===== src/rtl/multicycle_control_unit_if.sv =====
// Control bus between the multicycle control FSM and the datapath it steers.
// master = control unit (consumes IR fields, drives mux selects/enables), slave = datapath.
interface multicycle_control_unit_if;
    logic [5:0] op;
    logic [5:0] funct;
    logic       equal;
    logic       pc_write;
    logic       iord;
    logic       ir_write;
    logic       mem_write;
    logic       mem_to_reg;
    logic       link;
    logic [1:0] hilo_sel;
    logic [1:0] reg_dst;
    logic       reg_write;
    logic [1:0] alu_src_a;
    logic [1:0] alu_src_b;
    logic       ext_zero;
    logic [3:0] alu_control;
    logic [1:0] pc_src;
    logic       md_start;
    logic       hilo_write;
    logic       illegal;
    logic [3:0] state;

    modport master (
        input  op, funct, equal,
        output pc_write, iord, ir_write, mem_write, mem_to_reg, link, hilo_sel,
               reg_dst, reg_write, alu_src_a, alu_src_b, ext_zero, alu_control,
               pc_src, md_start, hilo_write, illegal, state
    );

    modport slave (
        output op, funct, equal,
        input  pc_write, iord, ir_write, mem_write, mem_to_reg, link, hilo_sel,
               reg_dst, reg_write, alu_src_a, alu_src_b, ext_zero, alu_control,
               pc_src, md_start, hilo_write, illegal, state
    );
endinterface


===== src/rtl/multicycle_control_unit.sv =====
// Moore control FSM for the multicycle MIPS datapath; outputs decode state (+IR fields) combinationally.
// Define MULDIV_EN to build the MULT/DIV wait state and MFHI/MFLO writeback.
module multicycle_control_unit #(
    parameter int MULDIV_LAT = 4
) (
    input  logic                             clk,
    input  logic                             rst_n,
    multicycle_control_unit_if.master        bus
);
    typedef enum logic [3:0] {
        S_FETCH   = 4'd0,  S_DECODE = 4'd1,  S_MEMADR = 4'd2,  S_MEMRD   = 4'd3,
        S_MEMWB   = 4'd4,  S_MEMWR  = 4'd5,  S_RTEX   = 4'd6,  S_ALUWB   = 4'd7,
        S_BRANCH  = 4'd8,  S_IMMEX  = 4'd9,  S_IMMWB  = 4'd10, S_JUMP    = 4'd11,
        S_JAL     = 4'd12, S_JR     = 4'd13, S_MDWAIT = 4'd14, S_ILLEGAL = 4'd15
    } state_t;

    localparam logic [5:0] OP_RTYPE = 6'b000000, OP_J    = 6'b000010, OP_JAL  = 6'b000011;
    localparam logic [5:0] OP_BEQ   = 6'b000100, OP_BNE  = 6'b000101, OP_ADDI = 6'b001000;
    localparam logic [5:0] OP_SLTI  = 6'b001010, OP_ANDI = 6'b001100, OP_ORI  = 6'b001101;
    localparam logic [5:0] OP_LW    = 6'b100011, OP_SW   = 6'b101011;
    localparam logic [5:0] F_SLL = 6'b000000, F_SRL = 6'b000010, F_SRA = 6'b000011, F_JR = 6'b001000;
    localparam logic [5:0] F_MFHI = 6'b010000, F_MFLO = 6'b010010;

    state_t     state_reg;
    state_t     decode_next;
    logic       funct_known;
    logic [3:0] rtype_alu;
    logic       is_shift;
    logic       is_md;
    logic       is_mfhi;
    logic       is_mflo;

    // R-type ALU operation; unknown functs fall through to the illegal trap.
    always_comb begin
        funct_known = 1'b1;
        rtype_alu   = 4'd2;
        case (bus.funct)
            F_SLL:     rtype_alu = 4'd3;
            F_SRL:     rtype_alu = 4'd8;
            F_SRA:     rtype_alu = 4'd9;
            6'b100000,
            6'b100001: rtype_alu = 4'd2;
            6'b100010,
            6'b100011: rtype_alu = 4'd6;
            6'b100100: rtype_alu = 4'd0;
            6'b100101: rtype_alu = 4'd1;
            6'b101010: rtype_alu = 4'd7;
            default:   funct_known = 1'b0;
        endcase
    end

    assign is_shift = (bus.funct == F_SLL) || (bus.funct == F_SRL) || (bus.funct == F_SRA);

`ifdef MULDIV_EN
    localparam logic [3:0] LAT_M1 = 4'(MULDIV_LAT - 1);
    logic [3:0] count_reg;
    assign is_md   = (bus.funct[5:2] == 4'b0110);
    assign is_mfhi = (bus.funct == F_MFHI);
    assign is_mflo = (bus.funct == F_MFLO);
`else
    assign is_md   = 1'b0;
    assign is_mfhi = 1'b0;
    assign is_mflo = 1'b0;
`endif

    always_comb begin
        decode_next = S_ILLEGAL;
        case (bus.op)
            OP_LW, OP_SW:                      decode_next = S_MEMADR;
            OP_BEQ, OP_BNE:                    decode_next = S_BRANCH;
            OP_ADDI, OP_SLTI, OP_ANDI, OP_ORI: decode_next = S_IMMEX;
            OP_J:                              decode_next = S_JUMP;
            OP_JAL:                            decode_next = S_JAL;
            OP_RTYPE: begin
                if (bus.funct == F_JR)         decode_next = S_JR;
                else if (is_mfhi || is_mflo)   decode_next = S_ALUWB;
                else if (is_md)                decode_next = S_MDWAIT;
                else if (funct_known)          decode_next = S_RTEX;
                else                           decode_next = S_ILLEGAL;
            end
            default:                           decode_next = S_ILLEGAL;
        endcase
    end

    always_ff @(posedge clk) begin
        if (!rst_n) begin
            state_reg <= S_FETCH;
`ifdef MULDIV_EN
            count_reg <= '0;
`endif
        end else begin
            case (state_reg)
                S_FETCH:   state_reg <= S_DECODE;
                S_DECODE: begin
                    state_reg <= decode_next;
`ifdef MULDIV_EN
                    if (decode_next == S_MDWAIT) count_reg <= LAT_M1;
`endif
                end
                S_MEMADR:  state_reg <= (bus.op == OP_SW) ? S_MEMWR : S_MEMRD;
                S_MEMRD:   state_reg <= S_MEMWB;
                S_RTEX:    state_reg <= S_ALUWB;
                S_IMMEX:   state_reg <= S_IMMWB;
                S_ILLEGAL: state_reg <= S_ILLEGAL;
`ifdef MULDIV_EN
                S_MDWAIT: begin
                    if (count_reg == 4'd0) state_reg <= S_FETCH;
                    else                   count_reg <= count_reg - 4'd1;
                end
`endif
                default:   state_reg <= S_FETCH;
            endcase
        end
    end

    assign bus.state = rst_n ? state_reg : S_FETCH;

    // Outputs are a pure function of state and IR fields, held at zero while in reset.
    always_comb begin
        bus.pc_write    = 1'b0;
        bus.iord        = 1'b0;
        bus.ir_write    = 1'b0;
        bus.mem_write   = 1'b0;
        bus.mem_to_reg  = 1'b0;
        bus.link        = 1'b0;
        bus.hilo_sel    = 2'b00;
        bus.reg_dst     = 2'b00;
        bus.reg_write   = 1'b0;
        bus.alu_src_a   = 2'b00;
        bus.alu_src_b   = 2'b00;
        bus.ext_zero    = 1'b0;
        bus.alu_control = 4'd0;
        bus.pc_src      = 2'b00;
        bus.md_start    = 1'b0;
        bus.hilo_write  = 1'b0;
        bus.illegal     = 1'b0;
        if (rst_n) begin
            case (state_reg)
                S_FETCH: begin
                    bus.ir_write = 1'b1; bus.pc_write = 1'b1;
                    bus.alu_src_b = 2'b01; bus.alu_control = 4'd2;
                end
                S_DECODE: begin
                    bus.alu_src_b = 2'b11; bus.alu_control = 4'd2;
                end
                S_MEMADR: begin
                    bus.alu_src_a = 2'b01; bus.alu_src_b = 2'b10; bus.alu_control = 4'd2;
                end
                S_MEMRD:  bus.iord = 1'b1;
                S_MEMWB: begin
                    bus.mem_to_reg = 1'b1; bus.reg_write = 1'b1;
                end
                S_MEMWR: begin
                    bus.iord = 1'b1; bus.mem_write = 1'b1;
                end
                S_RTEX: begin
                    bus.alu_src_a   = is_shift ? 2'b10 : 2'b01;
                    bus.alu_control = rtype_alu;
                end
                S_ALUWB: begin
                    bus.reg_write = 1'b1; bus.reg_dst = 2'b01;
                    bus.hilo_sel  = is_mflo ? 2'b01 : (is_mfhi ? 2'b10 : 2'b00);
                end
                S_BRANCH: begin
                    bus.alu_src_a = 2'b01; bus.alu_control = 4'd6; bus.pc_src = 2'b01;
                    bus.pc_write  = ((bus.op == OP_BEQ) && bus.equal) ||
                                    ((bus.op == OP_BNE) && !bus.equal);
                end
                S_IMMEX: begin
                    bus.alu_src_a = 2'b01; bus.alu_src_b = 2'b10;
                    bus.ext_zero  = (bus.op == OP_ANDI) || (bus.op == OP_ORI);
                    case (bus.op)
                        OP_SLTI: bus.alu_control = 4'd7;
                        OP_ANDI: bus.alu_control = 4'd0;
                        OP_ORI:  bus.alu_control = 4'd1;
                        default: bus.alu_control = 4'd2;
                    endcase
                end
                S_IMMWB: begin
                    bus.reg_write = 1'b1;
                    bus.ext_zero  = (bus.op == OP_ANDI) || (bus.op == OP_ORI);
                end
                S_JUMP: begin
                    bus.pc_src = 2'b10; bus.pc_write = 1'b1;
                end
                S_JAL: begin
                    bus.pc_src = 2'b10; bus.pc_write = 1'b1;
                    bus.reg_write = 1'b1; bus.reg_dst = 2'b10; bus.link = 1'b1;
                end
                S_JR: begin
                    bus.pc_src = 2'b11; bus.pc_write = 1'b1;
                end
`ifdef MULDIV_EN
                S_MDWAIT: begin
                    bus.md_start   = (count_reg == LAT_M1);
                    bus.hilo_write = (count_reg == 4'd0);
                end
`endif
                S_ILLEGAL: bus.illegal = 1'b1;
                default: ;
            endcase
        end
    end
endmodule


===== src/flat_wrapper.sv =====
// flat-port wrapper written by rule: the top's interface ports become plain ports
module multicycle_control_unit_flat 
#(
    parameter int MULDIV_LAT = 4
)
  (clk, rst_n, bus_op, bus_funct, bus_equal, bus_pc_write, bus_iord, bus_ir_write, bus_mem_write, bus_mem_to_reg, bus_link, bus_hilo_sel, bus_reg_dst, bus_reg_write, bus_alu_src_a, bus_alu_src_b, bus_ext_zero, bus_alu_control, bus_pc_src, bus_md_start, bus_hilo_write, bus_illegal, bus_state);
  multicycle_control_unit_if bus_i ();
  input  logic clk;
  input  logic rst_n;
  input wire logic [$bits(bus_i.op)-1:0] bus_op;
  input wire logic [$bits(bus_i.funct)-1:0] bus_funct;
  input wire logic [$bits(bus_i.equal)-1:0] bus_equal;
  output wire logic [$bits(bus_i.pc_write)-1:0] bus_pc_write;
  output wire logic [$bits(bus_i.iord)-1:0] bus_iord;
  output wire logic [$bits(bus_i.ir_write)-1:0] bus_ir_write;
  output wire logic [$bits(bus_i.mem_write)-1:0] bus_mem_write;
  output wire logic [$bits(bus_i.mem_to_reg)-1:0] bus_mem_to_reg;
  output wire logic [$bits(bus_i.link)-1:0] bus_link;
  output wire logic [$bits(bus_i.hilo_sel)-1:0] bus_hilo_sel;
  output wire logic [$bits(bus_i.reg_dst)-1:0] bus_reg_dst;
  output wire logic [$bits(bus_i.reg_write)-1:0] bus_reg_write;
  output wire logic [$bits(bus_i.alu_src_a)-1:0] bus_alu_src_a;
  output wire logic [$bits(bus_i.alu_src_b)-1:0] bus_alu_src_b;
  output wire logic [$bits(bus_i.ext_zero)-1:0] bus_ext_zero;
  output wire logic [$bits(bus_i.alu_control)-1:0] bus_alu_control;
  output wire logic [$bits(bus_i.pc_src)-1:0] bus_pc_src;
  output wire logic [$bits(bus_i.md_start)-1:0] bus_md_start;
  output wire logic [$bits(bus_i.hilo_write)-1:0] bus_hilo_write;
  output wire logic [$bits(bus_i.illegal)-1:0] bus_illegal;
  output wire logic [$bits(bus_i.state)-1:0] bus_state;
  assign bus_i.op = bus_op;
  assign bus_i.funct = bus_funct;
  assign bus_i.equal = bus_equal;
  assign bus_pc_write = bus_i.pc_write;
  assign bus_iord = bus_i.iord;
  assign bus_ir_write = bus_i.ir_write;
  assign bus_mem_write = bus_i.mem_write;
  assign bus_mem_to_reg = bus_i.mem_to_reg;
  assign bus_link = bus_i.link;
  assign bus_hilo_sel = bus_i.hilo_sel;
  assign bus_reg_dst = bus_i.reg_dst;
  assign bus_reg_write = bus_i.reg_write;
  assign bus_alu_src_a = bus_i.alu_src_a;
  assign bus_alu_src_b = bus_i.alu_src_b;
  assign bus_ext_zero = bus_i.ext_zero;
  assign bus_alu_control = bus_i.alu_control;
  assign bus_pc_src = bus_i.pc_src;
  assign bus_md_start = bus_i.md_start;
  assign bus_hilo_write = bus_i.hilo_write;
  assign bus_illegal = bus_i.illegal;
  assign bus_state = bus_i.state;
  multicycle_control_unit #(.MULDIV_LAT(MULDIV_LAT)) u_core (.clk(clk), .rst_n(rst_n), .bus(bus_i));
endmodule

===== config.mk =====
export PLATFORM = sky130hd
export DESIGN_NAME = multicycle_control_unit_flat
export DESIGN_NICKNAME = d
export VERILOG_FILES = /design/src/rtl/multicycle_control_unit_if.sv /design/src/rtl/multicycle_control_unit.sv /design/src/flat_wrapper.sv
export SDC_FILE = /design/constraint.sdc
export NUM_CORES = 1
export LEC_CHECK = 0
export CAP_MARGIN = 30
export CORE_ASPECT_RATIO = 1.1
export CORE_MARGIN = 4
export CORE_UTILIZATION = 43
export DETAILED_ROUTE_END_ITERATION = 6
export GPL_TIMING_DRIVEN = 0
export PLACE_DENSITY = 0.9
export SYNTH_ARGS = -nofsm -noshare
export SYNTH_HDL_FRONTEND = slang
export SYNTH_SLANG_ARGS = --single-unit

===== constraint.sdc =====
create_clock -name clk -period 3.4 [get_ports clk]
set_clock_uncertainty 0.1 [all_clocks]
set_input_delay 1.02 -clock clk [delete_from_list [all_inputs] [get_ports clk]]
set_output_delay 1.02 -clock clk [all_outputs]
set_load 0.02 [all_outputs]

==> results.json, run 1 <==
{
  "outcome": "finished, violations left",
  "violations": "setup timing",
  "synth_flop_cell": "dfxtp_1",
  "dp.final_hpwl_um": 2390,
  "drive_above_1_share_pct": 19.7,
  "start_util_pct": 45.3,
  "rsz0062_at_grt": "yes",
  "netlist.area_leader.share_pct": 7.85,
  "worstSetupPathType": "primary input to output pin",
  "rows": 18,
  "synthMuxAreaShare_pct": 0.982,
  "hold_violations": 0,
  "ys_async_sr_fraction_pct": 0,
  "io_pins": 44,
  "grt_max_degree": 11,
  "die_y_um": 59.1,
  "hold_path_depth": 3,
  "clock-sinks": 4,
  "die_area_um2": 3220,
  "cp.arrival_ns": 2.29,
  "htreeDepth": 1,
  "cp_top_family": "simple AND/OR/NAND/NOR gates",
  "cp-end-kind": "output pin",
  "drt_wl_total_um": 3140,
  "cts_tree": "done",
  "dr.first_iter.drc_count": 45,
  "yosysTopAreaCell": "dfxtp_1",
  "area_growth_syn_to_layout_pct": 37.8,
  "synthAdderAreaFrac_pct": 0,
  "worstPathMaxFanout": 7,
  "drc_errors": 0,
  "numCtsBuffers": 3,
  "clk_pin_slew_ns": 0.04,
  "synthSimpleGateAreaFrac_pct": 48.5,
  "overflow": 0,
  "synth_area_per_cell_um2": 6.33,
  "cp.depth": 5,
  "r2r-start": "u_core.state_reg[2]",
  "drv_cap": 0,
  "core_area_um2": 2250,
  "power_density_nw_per_um2": 515,
  "grt_pass1_wl_um": 5060,
  "ys_top_cells_by_count": "17 x nor2_1, 11 x nand2_1, 10 x o21ai_0",
  "pre_cts_ws_ns": -0.870,
  "clk_path_buf_depth": 2,
  "vias": 1283,
  "ys_ff_latch": 4,
  "synth_edf_count": 0,
  "rrSetupSlack_ns": 1.82,
  "crit_buf_inv": 2,
  "min_period_ns": 3.41,
  "die_w_um": 54.4,
  "gp_congestion": 0.914,
  "largest_reg_flops": 4,
  "yosysUniqueCellTypes": 52,
  "vdd_drop_max_v": 0.000313,
  "post_drt_wl_per_cell_um": 13.8,
  "setup_viol": 1,
  "cp_cell_sequence": "clkbuf_4 -> or3_4 -> or4_1 -> o21ai_1 -> buf_4",
  "yosysMostFrequentCell": "nor2_1",
  "first_pass_iters": 4,
  "startpoint_type": "primary input",
  "worstPathRequired_ns": 2.28,
  "ant_nets": 0,
  "slowest_stage": "or4_1",
  "ys_seq_area_share_pct": 7.85,
  "reg2reg_depth": 5,
  "hold_end": "u_core.state_reg[1]",
  "synthXorXnorAreaFrac_pct": 5.15,
  "io_buffers": 31,
  "max_freq_mhz": 293,
  "hp-start": "u_core.state_reg[2]",
  "viasPerCell": 5.63,
  "grt_pass1_vias": 1138,
  "power.total_mw": 0.723,
  "diodes": 0,
  "antenna_found_initial": 0,
  "cp_slowest_stage_delay_ns": 0.49,
  "final_max_slew_viol_count": 0,
  "cts_root_buffer": "clkbuf_4",
  "r2r-end": "u_core.state_reg[0]",
  "clock_latency_ns": 0.24,
  "nNetsFinal": 215,
  "worst_slack_ns": -0.0138,
  "grt_usage_pct": 20.9,
  "synth_top_family_by_area": "simple AND/OR/NAND/NOR gates",
  "syn-cell-area_um2": 1020,
  "hold_class": "flop to flop",
  "netlist_top_cells_area": "dfxtp_1 7.9%, nor2_1 6.3%, o21ai_0 4.9%",
  "p_leak_nw": 0.639,
  "yosysWarnings": 0,
  "holdWs_ns": 0.672,
  "synth_compound_area_share_pct": 23.6,
  "postSynthCellCount": 161,
  "timing.final.crit_share_pct": 100
}
[cells by family (layout without fill, tap and decap cells)]
logic type / after synthesis / count (layout)
simple gates: 86 / 86
compound gates: 36 / 36
buf+inv: 27 / 61
xor+xnor: 6 / 6
flops: 4 / 4
other cells: 1 / 4
mux: 1 / 1
[layer usage]
layer / GRT usage, % / vias up / routed length, um
li1: - / 650 / -
met1: 27.0 / 575 / 1300
met2: 35.4 / 54 / 1580
met3: 1.51 / 4 / 215
met4: 7.83 / 0 / 42
met5: 0 / - / 0
[placed cells by master (no fill, tap or decap), drive strengths merged, types with 5 or more instances in the layout]
cell type / netlist / final
a21oi: 6 / 6
clkbuf: 8 / 14
nor2: 17 / 17
nor3: 8 / 8
buf: 14 / 18
clkdlybuf4s50: 0 / 5
o21ai: 10 / 10
nand3: 5 / 5
nor4: 5 / 5
nor2b: 7 / 7
nand2: 11 / 11
nand2b: 7 / 7
dlygate4sd2: 0 / 15
[stage by stage]
stage                     cells  util (%)  instance area [um^2]  setup TNS, ns
final                       228      62.4                  1410        -0.0138
after global routing        228      62.4                  1410        -0.0565
after CTS                   229      62.6                  1410         -0.134
after detailed placement    225      61.2                  1380         -11.30
after global placement      225      61.2                  1380         -11.11
after floorplan             164         -                  1030              0
[report_power, final]
part | internal [mW] | switching, mW
combinational | 0.225 | 0.358
clock | 0.0396 | 0.0220
sequential | 0.0667 | 0.0116
[how the worst max path moves through the flow]
stage | startpoint | end | slack, ns
floorplan | bus_op[5] | bus_pc_write | 0.07
global placement | bus_op[4] | bus_pc_write | -0.88
detailed placement | bus_op[4] | bus_pc_write | -0.87
CTS | bus_op[4] | bus_pc_write | -0.13
global route | bus_op[4] | bus_pc_write | -0.06
finish | bus_op[4] | bus_pc_write | -0.01
[layout make-up]
class	count	area (um^2)
inverters	5	18.8
plain buffers	21	128
flip-flops and latches	4	80.1
repair buffers	32	279
multi-input cells	133	840
clock buffers	3	22.5
fillers	237	847
well taps	30	37.5
[worst register-to-register path: stages (launching register included)]
cell	delay, ns
dfxtp_1	0.34
buf_2	0.23
buf_1	0.39
nand2_1	0.10
o32a_1	0.19
o22ai_1	0.14
[what timing repair did]
action / CTS / global route
endpoints found under the setup margin: 25 / 15
pin swaps: 1 / 0
gates resized for setup: 51 / 19
cloned: 0 / 0
hold buffers: 0 / 0
buffers inserted: 1 / 0
(Power assumes the default switching activity.)
==> run 2, diff against run 1 <==
--- a/config.mk
+++ b/config.mk
@@ -8,10 +8,10 @@
 export CAP_MARGIN = 30
 export CORE_ASPECT_RATIO = 1.1
 export CORE_MARGIN = 4
-export CORE_UTILIZATION = 43
+export CORE_UTILIZATION = 38
 export DETAILED_ROUTE_END_ITERATION = 6
 export GPL_TIMING_DRIVEN = 0
-export PLACE_DENSITY = 0.9
+export PLACE_DENSITY = 0.85
 export SYNTH_ARGS = -nofsm -noshare
 export SYNTH_HDL_FRONTEND = slang
 export SYNTH_SLANG_ARGS = --single-unit
==> constraint.sdc (replaced) <==
create_clock -name clk -period 3 [get_ports clk]
set_clock_uncertainty 0.1 [all_clocks]
set_input_delay 0.9 -clock clk [delete_from_list [all_inputs] [get_ports clk]]
set_output_delay 0.9 -clock clk [all_outputs]
set_load 0.02 [all_outputs]
==> results.json, run 2 (synthesized netlist as in run 1, its figures left out) <==
{
  "slowest_stage": "or4_4",
  "worstPathMaxFanout": 6,
  "clk_path_buf_depth": 2,
  "post_drt_wl_per_cell_um": 14.7,
  "violations": "setup timing",
  "dp.final_hpwl_um": 2460,
  "max_freq_mhz": 315,
  "layout_common_cells": "17 x nor2_1, 14 x buf_4, 11 x buf_2",
  "hold_violations": 0,
  "die_area_um2": 3580,
  "vdd_drop_max_v": 0.000460,
  "final_max_slew_viol_count": 0,
  "first_pass_iters": 4,
  "setup_viol": 1,
  "die_y_um": 62.3,
  "cts_hold_buf": 0,
  "nNetsFinal": 221,
  "fin_cells": 235,
  "vias": 1356,
  "htreeDepth": 1,
  "pre_cts_ws_ns": -1.06,
  "nFillCells": 236,
  "power_density_nw_per_um2": 565,
  "grt_max_degree": 11,
  "gp_congestion": 0.916,
  "clk_pin_slew_ns": 0.04,
  "cts_tree": "done",
  "worst_slack_ns": -0.177,
  "start_util_pct": 40.1,
  "io_buffers": 31,
  "dr.first_iter.drc_count": 48,
  "hold_class": "flop to flop",
  "core_area_um2": 2540,
  "rows": 19,
  "drv_cap": 0,
  "grt_pass1_wl_um": 5500,
  "overflow": 0,
  "cts_root_buffer": "clkbuf_4",
  "worstPathRequired_ns": 2.00,
  "cp.arrival_ns": 2.18,
  "largest_reg_flops": 4,
  "rsz0062_at_grt": "yes",
  "worstSetupPathType": "primary input to output pin",
  "antenna_found_initial": 0,
  "clock_latency_ns": 0.23,
  "drive_above_1_share_pct": 31.9,
  "dp_cells": 226,
  "clock-sinks": 4,
  "mostFrequentLayoutCell": "nor2_1",
  "grt_pass1_vias": 1220,
  "worstMarginPinSlew_ns": 0.513,
  "rrSetupSlack_ns": 1.43,
  "min_period_ns": 3.18,
  "slew_headroom_pct": 65.8,
  "die_w_um": 57.4,
  "fin_tns_setup_ns": -0.177,
  "cp-end-kind": "output pin",
  "timing.final.crit_share_pct": 106,
  "p_leak_nw": 0.648,
  "drc_errors": 0,
  "ant_nets": 0,
  "grt_usage_pct": 18.4,
  "diodes": 0,
  "area_growth_syn_to_layout_pct": 49.6,
  "drt_wl_total_um": 3450,
  "startpoint_type": "primary input",
  "io_pins": 44,
  "cp_slowest_stage_delay_ns": 0.57,
  "cp_cell_sequence": "buf_12 -> or3_4 -> or4_4 -> o21ai_4 -> buf_6",
  "outcome": "finished, violations left",
  "viasPerCell": 5.77,
  "numCtsBuffers": 3
}
[run 2: what timing repair did]
action,4_1_cts,5_1_grt
gates resized for setup,84,33
endpoints found under the setup margin,25,17
gates cloned,0,0
buffers inserted,3,4
endpoints found under the hold margin,0,0
pin swaps,1,6
[run 2: per-stage QoR]
stage                     util (%)  power, mW  area (um^2)  hold WS [ns]
after global placement        54.8      0.772         1400         0.658
final                         60.0      0.862         1530         0.670
after floorplan                  -      0.558         1050         0.549
after detailed placement      54.8      0.779         1400         0.661
after CTS                     57.3      0.838         1460         0.669
after global routing          60.0      0.921         1530         0.701
[run 2: path summary, 6_finish.rpt]
| kind | from | end | depth (start not counted) |
|---|---|---|---|
| setup / recovery | bus_op[4] | bus_pc_write | 5 |
| hold / removal | u_core.state_reg[1] | u_core.state_reg[2] | 4 |
| setup reg to reg | u_core.state_reg[0] | u_core.state_reg[3] | 5 |
| hold reg to reg | u_core.state_reg[1] | u_core.state_reg[2] | 4 |
[run 2: where the power goes]
part	internal [mW]	switching, mW	total [mW]	leakage [nW]
clock network	0.0446	0.0207	0.0654	0.0138
logic	0.272	0.435	0.707	0.601
registers	0.0757	0.0137	0.0893	0.0330
total	0.392	0.470	0.862	0.648
[run 2: critical path: cells and delay by family]
kind,cells,cell delay (ns)
buffers and inverters,2,0.24
and+or+nand+nor,2,0.96
AOI/OAI and AO/OA,1,0.08
[run 2: final cells by class]
type / count / area [um^2] / area share [%]
Multi-Input combinational cell: 133 / 906 / 59.4
Clock buffer: 3 / 22.5 / 1.48
Inverter: 5 / 22.5 / 1.48
Timing Repair Buffer: 38 / 319 / 20.9
Buffer: 21 / 136 / 8.94
Tap cell: 31 / 38.8 / 2.54
Sequential cell: 4 / 80.1 / 5.25
[run 2: layer usage]
layer	vias up	track usage [%]	wire length (um)
met5	-	0	0
met4	0	5.22	17
met2	68	30.1	1730
met3	3	2.48	255
li1	666	-	-
met1	619	24.8	1440
==> run 3, diff against run 2 <==
--- a/config.mk
+++ b/config.mk
@@ -6,12 +6,12 @@
 export NUM_CORES = 1
 export LEC_CHECK = 0
 export CAP_MARGIN = 30
-export CORE_ASPECT_RATIO = 1.1
+export CORE_ASPECT_RATIO = 1.5
 export CORE_MARGIN = 4
-export CORE_UTILIZATION = 38
+export CORE_UTILIZATION = 30
 export DETAILED_ROUTE_END_ITERATION = 6
 export GPL_TIMING_DRIVEN = 0
-export PLACE_DENSITY = 0.85
+export PLACE_DENSITY = 0.71
 export SYNTH_ARGS = -nofsm -noshare
 export SYNTH_HDL_FRONTEND = slang
 export SYNTH_SLANG_ARGS = --single-unit
==> results.json, run 3 (synthesized netlist as in run 1, its figures left out) <==
{
  "outcome": "finished, violations left",
  "violations": "setup timing",
  "core_area_um2": 3220,
  "clk_pin_slew_ns": 0.03,
  "clk_path_buf_depth": 2,
  "drv_cap": 0,
  "layout_common_cells": "16 x buf_4, 16 x nor2_1, 11 x nand2_1",
  "hp-start": "u_core.state_reg[1]",
  "nNetsFinal": 222,
  "hold_path_depth": 4,
  "r2r-start": "u_core.state_reg[0]",
  "rsz0062_at_grt": "yes",
  "rows": 25,
  "grt_pass1_vias": 1217,
  "die_area_um2": 4420,
  "p_leak_nw": 0.667,
  "timing.final.crit_share_pct": 105,
  "ant_nets": 0,
  "hold_violations": 0,
  "viasPerCell": 5.58,
  "cp_cell_sequence": "buf_12 -> or3_4 -> or4_4 -> o21ai_4 -> buf_6",
  "worstPathRequired_ns": 2.00,
  "gp_congestion": 0.853,
  "grt_usage_pct": 14.8,
  "slowest_stage": "or4_4",
  "post-route-util_pct": 49.6,
  "r2r-end": "u_core.state_reg[3]",
  "startpoint_type": "primary input",
  "dp.final_hpwl_um": 2560,
  "drt_wl_total_um": 3490,
  "clock-sinks": 4,
  "final_max_slew_viol_count": 0,
  "largest_reg_flops": 4,
  "grt_max_degree": 11,
  "cts_tree": "done",
  "overflow": 0,
  "grt_pass1_wl_um": 5400,
  "hold_class": "flop to flop",
  "min_period_ns": 3.14,
  "vias": 1367,
  "area_growth_syn_to_layout_pct": 56.8,
  "power_density_nw_per_um2": 577,
  "die_w_um": 55.6,
  "worstSetupPathType": "primary input to output pin",
  "holdWs_ns": 0.702,
  "cp_slowest_stage_delay_ns": 0.54,
  "cp.arrival_ns": 2.14,
  "first_pass_iters": 4,
  "htreeDepth": 1,
  "vdd_drop_max_v": 0.000414,
  "max_freq_mhz": 319,
  "worstPathMaxFanout": 5,
  "clock_latency_ns": 0.22,
  "io_buffers": 31,
  "cp-end-kind": "output pin",
  "start_util_pct": 31.7,
  "setup_viol": 1,
  "diodes": 0,
  "reg2reg_depth": 5,
  "antenna_found_initial": 0,
  "io_pins": 44,
  "drive_above_1_share_pct": 33.2,
  "drc_errors": 0,
  "hold_end": "u_core.state_reg[2]",
  "die_y_um": 79.4,
  "cts_root_buffer": "clkbuf_8",
  "dr.first_iter.drc_count": 43,
  "worst_slack_ns": -0.135,
  "rrSetupSlack_ns": 1.42,
  "post_drt_wl_per_cell_um": 14.2,
  "numCtsBuffers": 3
}
run 3: cell count changes in the layout (fill, tap and decap cells not counted), sizes merged:
| cell | previous run | this run |
|---|---|---|
| buf | 31 | 29 |
| clkdlybuf4s15 | 4 | 7 |
run 3: final cells by class:
cell class	count	area [um^2]
fillers	336	1620
multi-input cells	133	921
repair buffers	39	342
plain buffers	21	143
flip-flops and latches	4	80.1
well taps	40	50.0
clock buffers	3	41.3
inverters	5	22.5
run 3: worst max-delay path by stage:
stage,start,to,slack (ns)
global route,bus_op[1],bus_pc_write,-0.15
detailed placement,bus_op[4],bus_pc_write,-1.05
global placement,bus_op[4],bus_pc_write,-1.04
floorplan,bus_funct[1],bus_alu_control[0],0.0004
CTS,bus_op[4],bus_pc_write,-0.15
finish,bus_op[4],bus_pc_write,-0.14
run 3: power by group:
group	internal (mW)	switching [mW]	total (mW)
logic	0.279	0.438	0.717
registers	0.0757	0.0148	0.0905
clock network	0.0856	0.0288	0.114
total	0.441	0.482	0.922
run 3: critical path: cells and delay by family:
kind,cells,cell delay [ns]
AND/OR/NAND/NOR,2,0.93
buffers and inverters,2,0.23
AO/OA/AOI/OAI,1,0.07
run 3: metal layers:
| metal | vias up | track usage (%) | share of wire (%) |
|---|---|---|---|
| li1 | 664 | - | - |
| met4 | 0 | 6.33 | 2.0 |
| met1 | 643 | 16.5 | 38 |
| met2 | 52 | 27.7 | 55 |
| met5 | - | 0 | 0 |
| met3 | 8 | 1.62 | 5.5 |
run 3: repair_timing:
action,CTS,global route
setup endpoints to repair,25,15
pin swaps,1,7
buffers inserted,3,4
hold buffers,0,0
resized for setup,82,36
gates cloned,0,1
run 3: stage by stage:
| step | cells | total power, mW | setup slack, ns | TNS (ns) | instance area, um^2 |
|---|---|---|---|---|---|
| 2_1_floorplan | 164 | 0.558 | 0.000365 | 0 | 1050 |
| 3_3_place_gp | 235 | 0.783 | -1.04 | -15.74 | 1410 |
| 3_5_place_dp | 235 | 0.786 | -1.05 | -15.74 | 1410 |
| 4_1_cts | 240 | 0.892 | -0.152 | -0.152 | 1480 |
| 5_1_grt | 245 | 0.984 | -0.152 | -0.227 | 1600 |
| 6_report | 245 | 0.922 | -0.135 | -0.135 | 1600 |
